==> config.mk <==
export PLATFORM = sky130hd
export DESIGN_NAME = alu_share_arbiter
export DESIGN_NICKNAME = d
export VERILOG_FILES = /design/src/rtl/alu_share_arbiter.sv
export SDC_FILE = /design/constraint.sdc
export NUM_CORES = 1
export LEC_CHECK = 0
export BUFFER_PORTS_ARGS = -buffer_cell sky130_fd_sc_hd__buf_4
export CORE_AREA = 2 2 170 172
export CTS_CLUSTER_DIAMETER = 60
export DETAILED_ROUTE_END_ITERATION = 12
export DIE_AREA = 0 0 172 174
export HOLD_SLACK_MARGIN = 0.06
export PLACE_DENSITY = 0.47
export SKIP_LAST_GASP = 1
export SLEW_MARGIN = 10
export SYNTH_ARGS = -nofsm -noshare
export SYNTH_HDL_FRONTEND = slang
export SYNTH_SLANG_ARGS = --single-unit
==> constraint.sdc <==
create_clock -name clk -period 4.81 [get_ports clk]
set_input_delay 1.2025 -clock clk [delete_from_list [all_inputs] [get_ports clk]]
set_output_delay 1.2025 -clock clk [all_outputs]
set_load 0.005 [all_outputs]
==> src/rtl/alu_share_arbiter.sv <==
// rtl/alu_share_arbiter.sv - round-robin arbiter sharing one combinational ALU among NREQ lanes
// Optional ALU_ARB_LANE0_PRIO_EN: lane 0 gets fixed top priority and does not move the pointer.
module alu_share_arbiter #(
  parameter int NREQ = 4,
  parameter int IDW  = 2
) (
  input  logic                clk,
  input  logic                reset,
  input  logic [NREQ-1:0]     req_valid,
  output logic [NREQ-1:0]     req_ready,
  input  logic [NREQ*32-1:0]  req_srca,
  input  logic [NREQ*32-1:0]  req_srcb,
  input  logic [NREQ*5-1:0]   req_sa,
  input  logic [NREQ*4-1:0]   req_ctrl,
  output logic [31:0]         alu_srca,
  output logic [31:0]         alu_srcb,
  output logic [4:0]          alu_sa,
  output logic [3:0]          alu_ctrl,
  input  logic [31:0]         alu_result,
  output logic                rsp_valid,
  input  logic                rsp_ready,
  output logic [IDW-1:0]      rsp_id,
  output logic [31:0]         rsp_result
);

  logic [IDW-1:0] ptr_q, ptr_d;
  logic           rsp_valid_q, rsp_valid_d;
  logic [IDW-1:0] rsp_id_q, rsp_id_d;
  logic [31:0]    rsp_result_q, rsp_result_d;

  logic           free;
  logic           grant;
  logic [IDW-1:0] gnt_id;
  logic [IDW:0]   cand;

  // Search from ptr upward with wrap; the reset cycle never grants.
  always_comb begin
    free   = !rsp_valid_q || rsp_ready;
    grant  = 1'b0;
    gnt_id = '0;
    cand   = '0;
    if (free && !reset) begin
`ifdef ALU_ARB_LANE0_PRIO_EN
      if (req_valid[0]) begin
        grant  = 1'b1;
        gnt_id = '0;
      end
`endif
      for (int k = 0; k < NREQ; k++) begin
        cand = {1'b0, ptr_q} + (IDW+1)'(k);
        if (cand >= (IDW+1)'(NREQ)) begin
          cand = cand - (IDW+1)'(NREQ);
        end
        if (!grant && req_valid[cand[IDW-1:0]]) begin
          grant  = 1'b1;
          gnt_id = cand[IDW-1:0];
        end
      end
    end
  end

  always_comb begin
    req_ready = grant ? (NREQ'(1) << gnt_id) : '0;
    alu_srca  = grant ? req_srca[32*gnt_id +: 32] : '0;
    alu_srcb  = grant ? req_srcb[32*gnt_id +: 32] : '0;
    alu_sa    = grant ? req_sa[5*gnt_id +: 5]     : '0;
    alu_ctrl  = grant ? req_ctrl[4*gnt_id +: 4]   : '0;
  end

  always_comb begin
    ptr_d        = ptr_q;
    rsp_valid_d  = rsp_valid_q;
    rsp_id_d     = rsp_id_q;
    rsp_result_d = rsp_result_q;
    if (grant) begin
      rsp_valid_d  = 1'b1;
      rsp_id_d     = gnt_id;
      rsp_result_d = alu_result;
`ifdef ALU_ARB_LANE0_PRIO_EN
      if (gnt_id != '0) begin
        ptr_d = (gnt_id == IDW'(NREQ-1)) ? '0 : gnt_id + 1'b1;
      end
`else
      ptr_d = (gnt_id == IDW'(NREQ-1)) ? '0 : gnt_id + 1'b1;
`endif
    end else if (rsp_valid_q && rsp_ready) begin
      rsp_valid_d = 1'b0;
    end
  end

  always_ff @(posedge clk) begin
    if (reset) begin
      ptr_q        <= '0;
      rsp_valid_q  <= 1'b0;
      rsp_id_q     <= '0;
      rsp_result_q <= '0;
    end else begin
      ptr_q        <= ptr_d;
      rsp_valid_q  <= rsp_valid_d;
      rsp_id_q     <= rsp_id_d;
      rsp_result_q <= rsp_result_d;
    end
  end

  assign rsp_valid  = rsp_valid_q;
  assign rsp_id     = rsp_id_q;
  assign rsp_result = rsp_result_q;

endmodule

# [Word level (Yosys, flattened, before mapping)]
# Index checks and enable logic that the tools add are counted.
[totals] regBits=37 inputBits=331 out_inout_bits=112 word_cells=76
[op_classes] add_sub_neg=8 mul=1 n_lt_le_gt_ge=8 n_eq_ne=1 shifts=5 mux=37 reduce_logical=12
[ops] operator="$shiftx A128 B8 Y32" count=2
[ops] operator="$mux W32" count=2
[ops] operator="$mux W2" count=14
[ops] operator="$shiftx A20 B6 Y5" count=1
[ops] operator="$shiftx A16 B5 Y4" count=1
[ops] operator="$mux W1" count=14
[ops] operator="$lt A2 B3 Y1 const B" count=4
[ops] operator="$ge A3 B3 Y1 const B" count=3
[ops] operator="$bmux W1 S2" count=4
[ops] operator="$mux W4" count=2
[ops] operator="$sub A2 B1 Y2 const B" count=4
[ops] operator="$add A2 B2 Y3 const B" count=2
[ops] operator="$logic_and A1 B1 Y1" count=5
[ops] operator="$logic_not A1 Y1" count=5
[ops] operator="$mul A3 B2 Y5 const A" count=1
[ops] operator="$mux W5" count=1
[ops] operator="$shl A1 B2 Y4 const A" count=1
[ops] operator="$add A2 B1 Y3 const B" count=1
[ops] operator="$ge A2 B3 Y1 const B" count=1
[ops] operator="$add A2 B1 Y2 const B" count=1
[ops] operator="$eq A2 B2 Y1 const B" count=1
[ops] operator="$reduce_bool A2 Y1" count=1
[ops] operator="$logic_or A1 B1 Y1" count=1

# [Depth between registers and ports, before layout]
# Gate-level depths: netlist of the first run.
[depth] word_depth=23 depth_mapped=9 ltp_nobuf=7

# [Least setup slack after synthesis of the first run]
# Ideal clock, no wire load.
[synth_path] path_type="input -> output" from="in req_valid[2]" to="out req_ready[0]" arrival_ns=2.607 required_ns=3.608 setup_slack_ns=1.001 cell_stages=8 path_buffers=2 path_cell_list="nor2b_1 > a21o_1 > a221oi_4 > buf_6 > buf_6 > nand2_1 > ha_1 > and2_1"
[synth_via] elab_chain_cells=18 elab_cells_between_ends=29 classes_between="1 x shift; 22 x mux; 6 x reduce/logical"
[synth_rtl] element="from (decl)" line="9" text="input logic [NREQ-1:0] req_valid,"
[synth_rtl] element="$bmux W1 S2" line="54" text="if (!grant && req_valid[cand[IDW-1:0]]) begin"
[synth_rtl] element="$mux W1 (not written as such)" line="54"
[synth_rtl] element="$mux W1" line="54"
[synth_rtl] element="$mux W1" line="42" text="if (free && !reset) begin"
[synth_rtl] element="$logic_not A1 Y1" line="54"
[synth_rtl] element="$logic_and A1 B1 Y1" line="54"
[synth_rtl] element="$mux W1" line="54"
[synth_rtl] element="$mux W1" line="42"
[synth_rtl] element="[2 not listed]"
[synth_rtl] element="$mux W1" line="54"
[synth_rtl] element="$mux W1" line="42"
[synth_rtl] element="$logic_not A1 Y1" line="54"
[synth_rtl] element="$logic_and A1 B1 Y1" line="54"
[synth_rtl] element="$mux W2" line="54"
[synth_rtl] element="$mux W2" line="42"
[synth_rtl] element="$shl A1 B2 Y4" line="63" text="req_ready = grant ? (NREQ'(1) << gnt_id) : '0;"
[synth_rtl] element="$mux W4 (*)" line="63"
[synth_rtl] element="to (decl)" line="10" text="output logic [NREQ-1:0] req_ready,"
# Every way passes the cells marked *; elsewhere a longest branch is shown, timed or not. The select of a mux whose other input is x is not followed.

# [Final worst setup path of the first run]
[layout_path] from="in req_valid[2]" to="out alu_srcb[21]"
[layout_via] elab_chain_cells=18 elab_cells_between_ends=29 classes_between="1 x shift; 22 x mux; 6 x reduce/logical"
[layout_rtl] element="$bmux W1 S2" line="54"
[layout_rtl] element="$mux W1 (not written as such)" line="54"
[layout_rtl] element="$mux W1" line="54"
[layout_rtl] element="$mux W1" line="42"
[layout_rtl] element="$logic_not A1 Y1" line="54"
[layout_rtl] element="$logic_and A1 B1 Y1" line="54"
[layout_rtl] element="$mux W1" line="54"
[layout_rtl] element="$mux W1" line="42"
[layout_rtl] element="[2 not listed]"
[layout_rtl] element="$mux W1" line="54"
[layout_rtl] element="$mux W1" line="42"
[layout_rtl] element="$logic_not A1 Y1" line="54"
[layout_rtl] element="$logic_and A1 B1 Y1" line="54"
[layout_rtl] element="$mux W2" line="54"
[layout_rtl] element="$mux W2" line="42"
[layout_rtl] element="$shiftx A128 B8 Y32" line="65" text="alu_srcb = grant ? req_srcb[32*gnt_id +: 32] : '0;"
[layout_rtl] element="$mux W32 (*)" line="65"
[layout_rtl] element="to (decl)" line="16" text="output logic [31:0] alu_srcb,"
# Marked as above.

==> results.txt, run 1 <==
DR iter-0 viols -> 156
Hold Path Class -> reg2reg
final net count -> 1185
Post-route DRC -> 0
Post-CTS Hold Buffers -> 0
Power Total -> 1.70 mW
Layout area overhead -> 106%
final setup vio count -> 0
Sw Pwr -> 0.588 mW
RSZ-0062 raised after global routing -> false
Starting Density -> 0.129
Clock Sinks -> 37
post-synthesis register bit count -> 37
Buffers on Ports -> 442
minimum clock period after layout -> 4.37 ns
core footprint -> 28200 um^2
syn avg cell area -> 8.44 um^2
Worst EP required -> 3.61 ns
Num CTS Buffers -> 5
Pins Over Slew Limit -> 0
CP max-delay cell -> a221oi_4
Via density -> 4.01
met3 Usage GRT -> 0.0351
Die Y -> 174 um
layout cells sized above 1 -> 0.549
Yosys warning count -> 0
Peak Freq -> 229 MHz
most frequent cells in the layout -> buf_4, mux2i_1, o22ai_1, nand2_1, dfxtp_1
Crit Path Category -> in2out
Worst EP arrival -> 3.17 ns
Fin Setup TNS -> 0 ns
CTS tree -> built
Worst Path Max Fanout -> 38
antenna violation net count after detailed routing -> 0
postcts setup bufs -> 0
Reg clk slew, reported paths -> 0.06 ns
Max Cap Viol -> 0
H-tree Lvls -> 2
Post-Syn Instances -> 431
Reg power frac -> 0.209
Crit. End Element -> output port
CP Launch Type -> primary input
Switching Share -> 0.346
routed length per instance -> 18.4 um
Critical Path Most Common Cell -> buf_4
antenna violations before repair -> 6
vias in the first global route -> 4832
status -> complete, no violations
internal power -> 1.11 mW
post-synth cell types -> 25
area of the die -> 29900 um^2
Period Utilization, post-route -> 0.909
worst skew pair latency -> 0.28 ns
Row Count -> 62
clock skew -> 0.00336 ns
Routed WL -> 22800 um
Synthesized Nets -> 763
most common cell after layout, fill and taps aside -> buf_4
crit path cell chain -> buf_4 > nor2b_1 > a21o_1 > a221oi_4 > buf_12 > buf_4 > mux2i_1 > o22ai_1 > buf_4
Root Driver -> clkbuf_16
GP Congestion -> 0.782
Fin. Hold Viols -> 0
Static Leak -> 3.95 nW
largest net degree at the start of global routing -> 47
pre-CTS WS -> 0.376 ns
met2 GRT Util -> 0.242
clk buf depth -> 2
GRT Util Overall -> 0.138
# IOs -> 443
Mapped Area -> 3640 um^2
Die Wd -> 172 um
Final WS setup -> 0.436 ns
vias -> 4974
DPL Wire Length -> 19000 um
Power Dens Cells -> 226 nW/um^2
final global-route overflow total -> 0
Worst-Margin Slew -> 0.706 ns
crit-path max cell delay -> 0.38 ns
1st-pass router iterations -> 4
Gates resized, CTS repair -> 0
Comb pwr share -> 0.604
grt peak-use layer -> met2
Peak supply drop -> 0.158 mV
Slew HR -> 0.525
fin util -> 0.266
global-route wire length before repair -> 31000 um
power share of the clock group -> 0.187
sequential fraction of the synthesis area -> 0.204
grt met1 use -> 0.173
critical path, delay by kind of cell:
family          cells  cell delay, ns
buf+inv             4            0.86
mux                 1            0.25
simple gates        1            0.14
compound gates      3            0.70
cells by family (layout without fill, tap and decap cells):
kind of cell | count (synthesis) | count (layout) | share of synthesized area
AO/OA/AOI/OAI | 83 | 83 | 0.148
adder cells (fa/ha/maj) | 1 | 1 | 0.00344
buffers and inverters | 45 | 468 | 0.0798
flip-flops | 37 | 37 | 0.204
multiplexers | 146 | 146 | 0.402
other | 0 | 1 | 0
AND/OR/NAND/NOR | 119 | 119 | 0.164
Yosys cell counts:
cell      count  share of area
nor4_1        1         0.0017
nor3_1        2         0.0028
a221oi_4      1         0.0072
or3_1         2         0.0034
buf_2        16          0.022
o21ai_1       1         0.0014
a21o_1        1         0.0021
inv_1         2         0.0021
o32a_1        1         0.0028
clkbuf_1     11          0.011
a21oi_1       5         0.0069
buf_6        12          0.037
nand2b_1      2         0.0034
nand2_1      71          0.073
ha_1          1         0.0034
mux2i_1     146           0.40
and2_1        1         0.0017
o22ai_1      73           0.13
buf_1         3         0.0031
o32ai_1       1         0.0024
nand3b_1     33          0.068
dfxtp_1      37           0.20
buf_8         1         0.0041
nor2b_1       3         0.0052
nor2_1        4         0.0041
layout make-up:
class	instances	area, um^2
timing repair buffer	458	3510
fill	3151	20700
inverter	2	7.51
tap	384	480
clock inverter	2	10.0
multi-input combinational	349	2620
clock buffer	6	129
sequential	37	741
antenna	1	2.50
registers in the layout, indices dropped and copies added (netlist names):
name        flops
ptr_q           2
rsp_id          2
rsp_result     32
rsp_valid       1
layer usage:
layer | vias to the layer above | routed length, um
li1 | 2458 | -
met1 | 2272 | 9500
met2 | 217 | 11200
met3 | 21 | 1910
met4 | 6 | 155
met5 | - | 40
stage by stage:
step / std cells / area (um^2) / hold slack, ns
5_1_grt: 1239 / 7510 / 0.480
3_3_place_gp: 1230 / 7370 / 0.443
2_1_floorplan: 431 / 3640 / 0.453
3_5_place_dp: 1230 / 7370 / 0.453
4_1_cts: 1238 / 7500 / 0.463
6_report: 1239 / 7510 / 0.462
power by group through the flow:
stage	sequential, mW	combinational (mW)	clock (mW)
3_3_place_gp	0.360	1.04	0
4_1_cts	0.354	1.04	0.335
6_report	0.354	1.03	0.317
5_1_grt	0.358	1.10	0.344
2_1_floorplan	0.360	0.534	0
3_5_place_dp	0.360	1.04	0
worst paths after layout:
path	start	endpoint	slack [ns]	cells past startpoint
max	req_valid[2]	alu_srcb[21]	0.44	9
min	rsp_id[1]	rsp_id[1]	0.46	2
max reg2reg	ptr_q[0]	ptr_q[1]	2.66	8
min reg2reg	rsp_id[1]	rsp_id[1]	0.46	2
(Power assumes the default switching activity.)
==> run 2, diff against run 1 <==
--- a/config.mk
+++ b/config.mk
@@ -5,13 +5,13 @@
 export SDC_FILE = /design/constraint.sdc
 export NUM_CORES = 1
 export LEC_CHECK = 0
-export BUFFER_PORTS_ARGS = -buffer_cell sky130_fd_sc_hd__buf_4
+export BUFFER_PORTS_ARGS = -buffer_cell sky130_fd_sc_hd__buf_2
 export CORE_AREA = 2 2 170 172
 export CTS_CLUSTER_DIAMETER = 60
 export DETAILED_ROUTE_END_ITERATION = 12
 export DIE_AREA = 0 0 172 174
 export HOLD_SLACK_MARGIN = 0.06
-export PLACE_DENSITY = 0.47
+export PLACE_DENSITY = 0.46
 export SKIP_LAST_GASP = 1
 export SLEW_MARGIN = 10
 export SYNTH_ARGS = -nofsm -noshare
==> run 2 against run 1 <==
Effect of this change:
- first-iteration DRC count is 47% higher
- clock power is 24% higher
- design area is 14% lower
- die area stayed put
- critical endpoint is now alu_srcb[5]
==> results.txt, run 2 (synthesis gave the netlist of run 1 again) <==
Die Wd -> 172 um
1st-pass router iterations -> 5
Starting Density -> 0.129
HP Start -> rsp_id[1]
area of the die -> 29900 um^2
GP Congestion -> 0.810
max FFs per register -> 32
Worst Path Max Fanout -> 28
most frequent cells in the layout -> buf_2, mux2i_1, o22ai_1, nand2_1, dfxtp_1
Worst EP arrival -> 3.06 ns
clock skew -> 0.00582 ns
core footprint -> 28200 um^2
Slew HR -> 0.666
antenna violations before repair -> 10
GRT Util Overall -> 0.127
final global-route overflow total -> 0
CTS tree -> built
routed length per instance -> 17.0 um
Row Count -> 62
Period Utilization, post-route -> 0.887
Fin. Hold Viols -> 0
DR iter-0 viols -> 230
Max Cap Viol -> 0
Power Total -> 1.61 mW
Worst-Margin Slew -> 0.498 ns
status -> complete, no violations
Peak Freq -> 234 MHz
Layout area overhead -> 77.0%
H-tree Lvls -> 2
Num CTS Buffers -> 5
# IOs -> 443
Clock Sinks -> 37
most common cell after layout, fill and taps aside -> buf_2
Routed WL -> 21100 um
Post-CTS Hold Buffers -> 0
final net count -> 1184
crit path launch -> req_valid[2]
Fin Setup TNS -> 0 ns
largest net degree at the start of global routing -> 74
Gates resized, CTS repair -> 0
Pins Over Slew Limit -> 0
launch point of the worst reg-to-reg path -> ptr_q[0]
Post-route DRC -> 0
final setup vio count -> 0
CP Launch Type -> primary input
Root Driver -> clkbuf_16
Via density -> 4.06
worst skew pair latency -> 0.28 ns
Peak supply drop -> 0.169 mV
layout cells sized above 1 -> 0.550
Static Leak -> 3.64 nW
vias -> 5060
postcts setup bufs -> 0
Hold Path Class -> reg2reg
Power Dens Cells -> 249 nW/um^2
Worst EP required -> 3.61 ns
Crit Path Category -> in2out
antenna violation net count after detailed routing -> 0
Crit. End Element -> output port
global-route wire length before repair -> 28900 um
RSZ-0062 raised after global routing -> false
DPL Wire Length -> 17500 um
Die Y -> 174 um
minimum clock period after layout -> 4.27 ns
Reg clk slew, reported paths -> 0.06 ns
vias in the first global route -> 4762
clk buf depth -> 2
Buffers on Ports -> 442
-- run 2: final cells by class --
| class | count | area, um^2 |
|---|---|---|
| multi-input cells | 349 | 2630 |
| repair buffers | 457 | 2390 |
| inverters | 2 | 7.51 |
| diodes | 8 | 20.0 |
| clock buffers | 6 | 139 |
| fillers | 3249 | 21800 |
| well taps | 384 | 480 |
| flip-flops and latches | 37 | 741 |
| clock inverters | 2 | 37.5 |
-- run 2: worst max-delay path: stages --
cell,delay (ns)
buf_2,0.11
nor2b_1,0.15
a21o_1,0.19
a221oi_4,0.33
buf_12,0.26
buf_4,0.30
mux2i_1,0.24
o22ai_1,0.09
buf_2,0.15
-- run 2: routing by layer --
layer | global-route usage | share of wire
met3 | 0.0335 | 0.084
met2 | 0.215 | 0.50
met4 | 0.0375 | 0.0065
met1 | 0.157 | 0.41
met5 | 0 | 0.0012
-- run 2: through the flow --
stage	utilization	setup slack (ns)	area (um^2)	hold WS, ns	std cells
after detailed placement	0.221	0.533	6240	0.450	1229
after CTS	0.227	0.534	6420	0.459	1237
after floorplan	-	1.00	3640	0.453	431
after global placement	0.221	0.567	6240	0.442	1229
final	0.228	0.544	6440	0.454	1245
after global routing	0.228	0.403	6440	0.486	1244
-- run 2: final timing paths --
| check | slack, ns | to | depth (start not counted) |
|---|---|---|---|
| max | 0.54 | alu_srcb[5] | 9 |
| min | 0.45 | rsp_id[1] | 2 |
| max reg2reg | 2.84 | ptr_q[1] | 8 |
| min reg2reg | 0.45 | rsp_id[1] | 2 |
-- run 2: power breakdown --
part	total (mW)	internal (mW)	switching, mW
sequential	0.352	0.336	0.0169
clock	0.393	0.259	0.134
combinational	0.861	0.442	0.419
==> run 3, diff against run 2 <==
--- a/config.mk
+++ b/config.mk
@@ -12,6 +12,7 @@
 export DIE_AREA = 0 0 172 174
 export HOLD_SLACK_MARGIN = 0.06
 export PLACE_DENSITY = 0.46
+export RECOVER_POWER = 100
 export SKIP_LAST_GASP = 1
 export SLEW_MARGIN = 10
 export SYNTH_ARGS = -nofsm -noshare
==> run 3 against run 2 <==
Effect of this change:
- the run now ends with capacitance limit, slew limit left
- first-iteration DRC count fell by 0.87%
- global-route usage did not move
- count of clock-buffer cells in the layout did not move
- wire length barely moved
- critical path type unchanged
- largest cell class unchanged
==> results.txt, run 3 (synthesis gave the netlist of run 1 again) <==
status -> finished, violations left
failing checks -> capacitance limit, slew limit
Max Cap Viol -> 1
Reg clk slew, reported paths -> 0.06 ns
Fin Setup TNS -> 0 ns
minimum clock period after layout -> 4.41 ns
Gates resized, CTS repair -> 0
Post-route DRC -> 0
setup slack, reg-to-reg -> 2.42 ns
Clock Sinks -> 37
r2r endpoint -> ptr_q[0]
CP Launch Type -> primary input
GRT Util Overall -> 0.127
Worst Hold Path EP -> rsp_id[1]
DPL Wire Length -> 17500 um
DP Area -> 6240 um^2
Peak Freq -> 227 MHz
Via density -> 4.03
Fin. Hold Viols -> 0
Worst EP required -> 3.61 ns
design area -> 6310 um^2
crit-path max cell delay -> 0.43 ns
Power Dens Cells -> 251 nW/um^2
crit path cell chain -> buf_2 > nor2b_1 > a21o_1 > a221oi_4 > buf_12 > clkbuf_2 > mux2i_1 > o22ai_1 > clkbuf_1
antenna violations before repair -> 10
Crit. End Element -> output port
max FFs per register -> 32
Hold Path Class -> reg2reg
layout cells sized above 1 -> 0.441
postcts setup bufs -> 0
final setup vio count -> 0
Worst-Margin Slew -> 1.72 ns
most frequent cells in the layout -> buf_2, mux2i_1, clkbuf_1, o22ai_1, nand2_1
CP max-delay cell -> clkbuf_2
Period Utilization, post-route -> 0.917
1st-pass router iterations -> 4
vias -> 5014
H-tree Lvls -> 2
most common cell after layout, fill and taps aside -> buf_2
DR iter-0 viols -> 228
Worst Path Max Fanout -> 28
CTS tree -> built
HP Start -> rsp_id[1]
Peak supply drop -> 0.169 mV
Routed WL -> 21100 um
GP Congestion -> 0.810
Slew HR -> -0.146
Worst EP arrival -> 3.21 ns
clk buf depth -> 2
final net count -> 1184
Starting Density -> 0.129
Die Y -> 174 um
Num CTS Buffers -> 5
worst skew pair latency -> 0.28 ns
Buffers on Ports -> 442
core footprint -> 28200 um^2
routed length per instance -> 17.0 um
# IOs -> 443
global-route wire length before repair -> 28900 um
area of the die -> 29900 um^2
final global-route overflow total -> 0
Post-CTS Hold Buffers -> 0
Hold Crit Depth -> 2
Root Driver -> clkbuf_16
RSZ-0062 raised after global routing -> false
launch point of the worst reg-to-reg path -> rsp_valid
Row Count -> 62
antenna violation net count after detailed routing -> 0
Pins Over Slew Limit -> 37
Crit Path Category -> in2out
largest net degree at the start of global routing -> 74
worst reg-to-reg path cell count -> 4
clock skew -> 0.00487 ns
vias in the first global route -> 4762
Die Wd -> 172 um
Layout area overhead -> 73.5%
fillers -> 3293
Static Leak -> 3.29 nW
==> run 3: metrics by stage <==
step           power [mW]   util  hold WS, ns  std cells  setup slack [ns]
2_1_floorplan       0.894      -        0.453        431              1.00
3_3_place_gp         1.22  0.221        0.442       1229             0.567
3_5_place_dp         1.23  0.221        0.450       1229             0.533
4_1_cts              1.63  0.227        0.459       1237             0.534
5_1_grt              1.69  0.224        0.486       1244             0.253
6_report             1.58  0.224        0.455       1245             0.400
==> run 3: worst max-delay path, delay by kind of cell <==
family,cells,cell delay [ns]
buffers and inverters,4,0.94
AO/OA/AOI/OAI,3,0.61
AND/OR/NAND/NOR,1,0.15
multiplexers,1,0.27
==> run 3: metal layers <==
metal,part of all wire,vias up,track usage
met5,0.0012,-,0
met4,0.0043,4,0.0375
met3,0.096,15,0.0335
met2,0.49,231,0.215
met1,0.40,2307,0.157
li1,-,2457,-
==> run 3: area by class of cell <==
class	count	area, um^2	area share
multi-input combinational	349	2630	0.416
timing repair buffer	457	2260	0.358
sequential	37	741	0.117
tap	384	480	0.0761
clock buffer	6	139	0.0220
clock inverter	2	37.5	0.00594
antenna	8	20.0	0.00317
inverter	2	7.51	0.00119
==> run 3: worst max-delay path by stage <==
| stage | startpoint | endpoint | slack (ns) | depth (start not counted) |
|---|---|---|---|---|
| after global placement | req_valid[2] | alu_srcb[8] | 0.57 | 9 |
| final | req_valid[2] | alu_srcb[5] | 0.40 | 9 |
| after floorplan | req_valid[2] | req_ready[0] | 1.00 | 8 |
| after CTS | req_valid[2] | alu_srcb[5] | 0.53 | 9 |
| after global routing | req_valid[2] | alu_srcb[5] | 0.25 | 9 |
| after detailed placement | req_valid[2] | alu_srcb[5] | 0.53 | 9 |
==> run 3: power breakdown <==
group          switching [mW]  internal [mW]
sequential             0.0172          0.335
combinational           0.421          0.415
clock                   0.136          0.259
total                   0.574           1.01
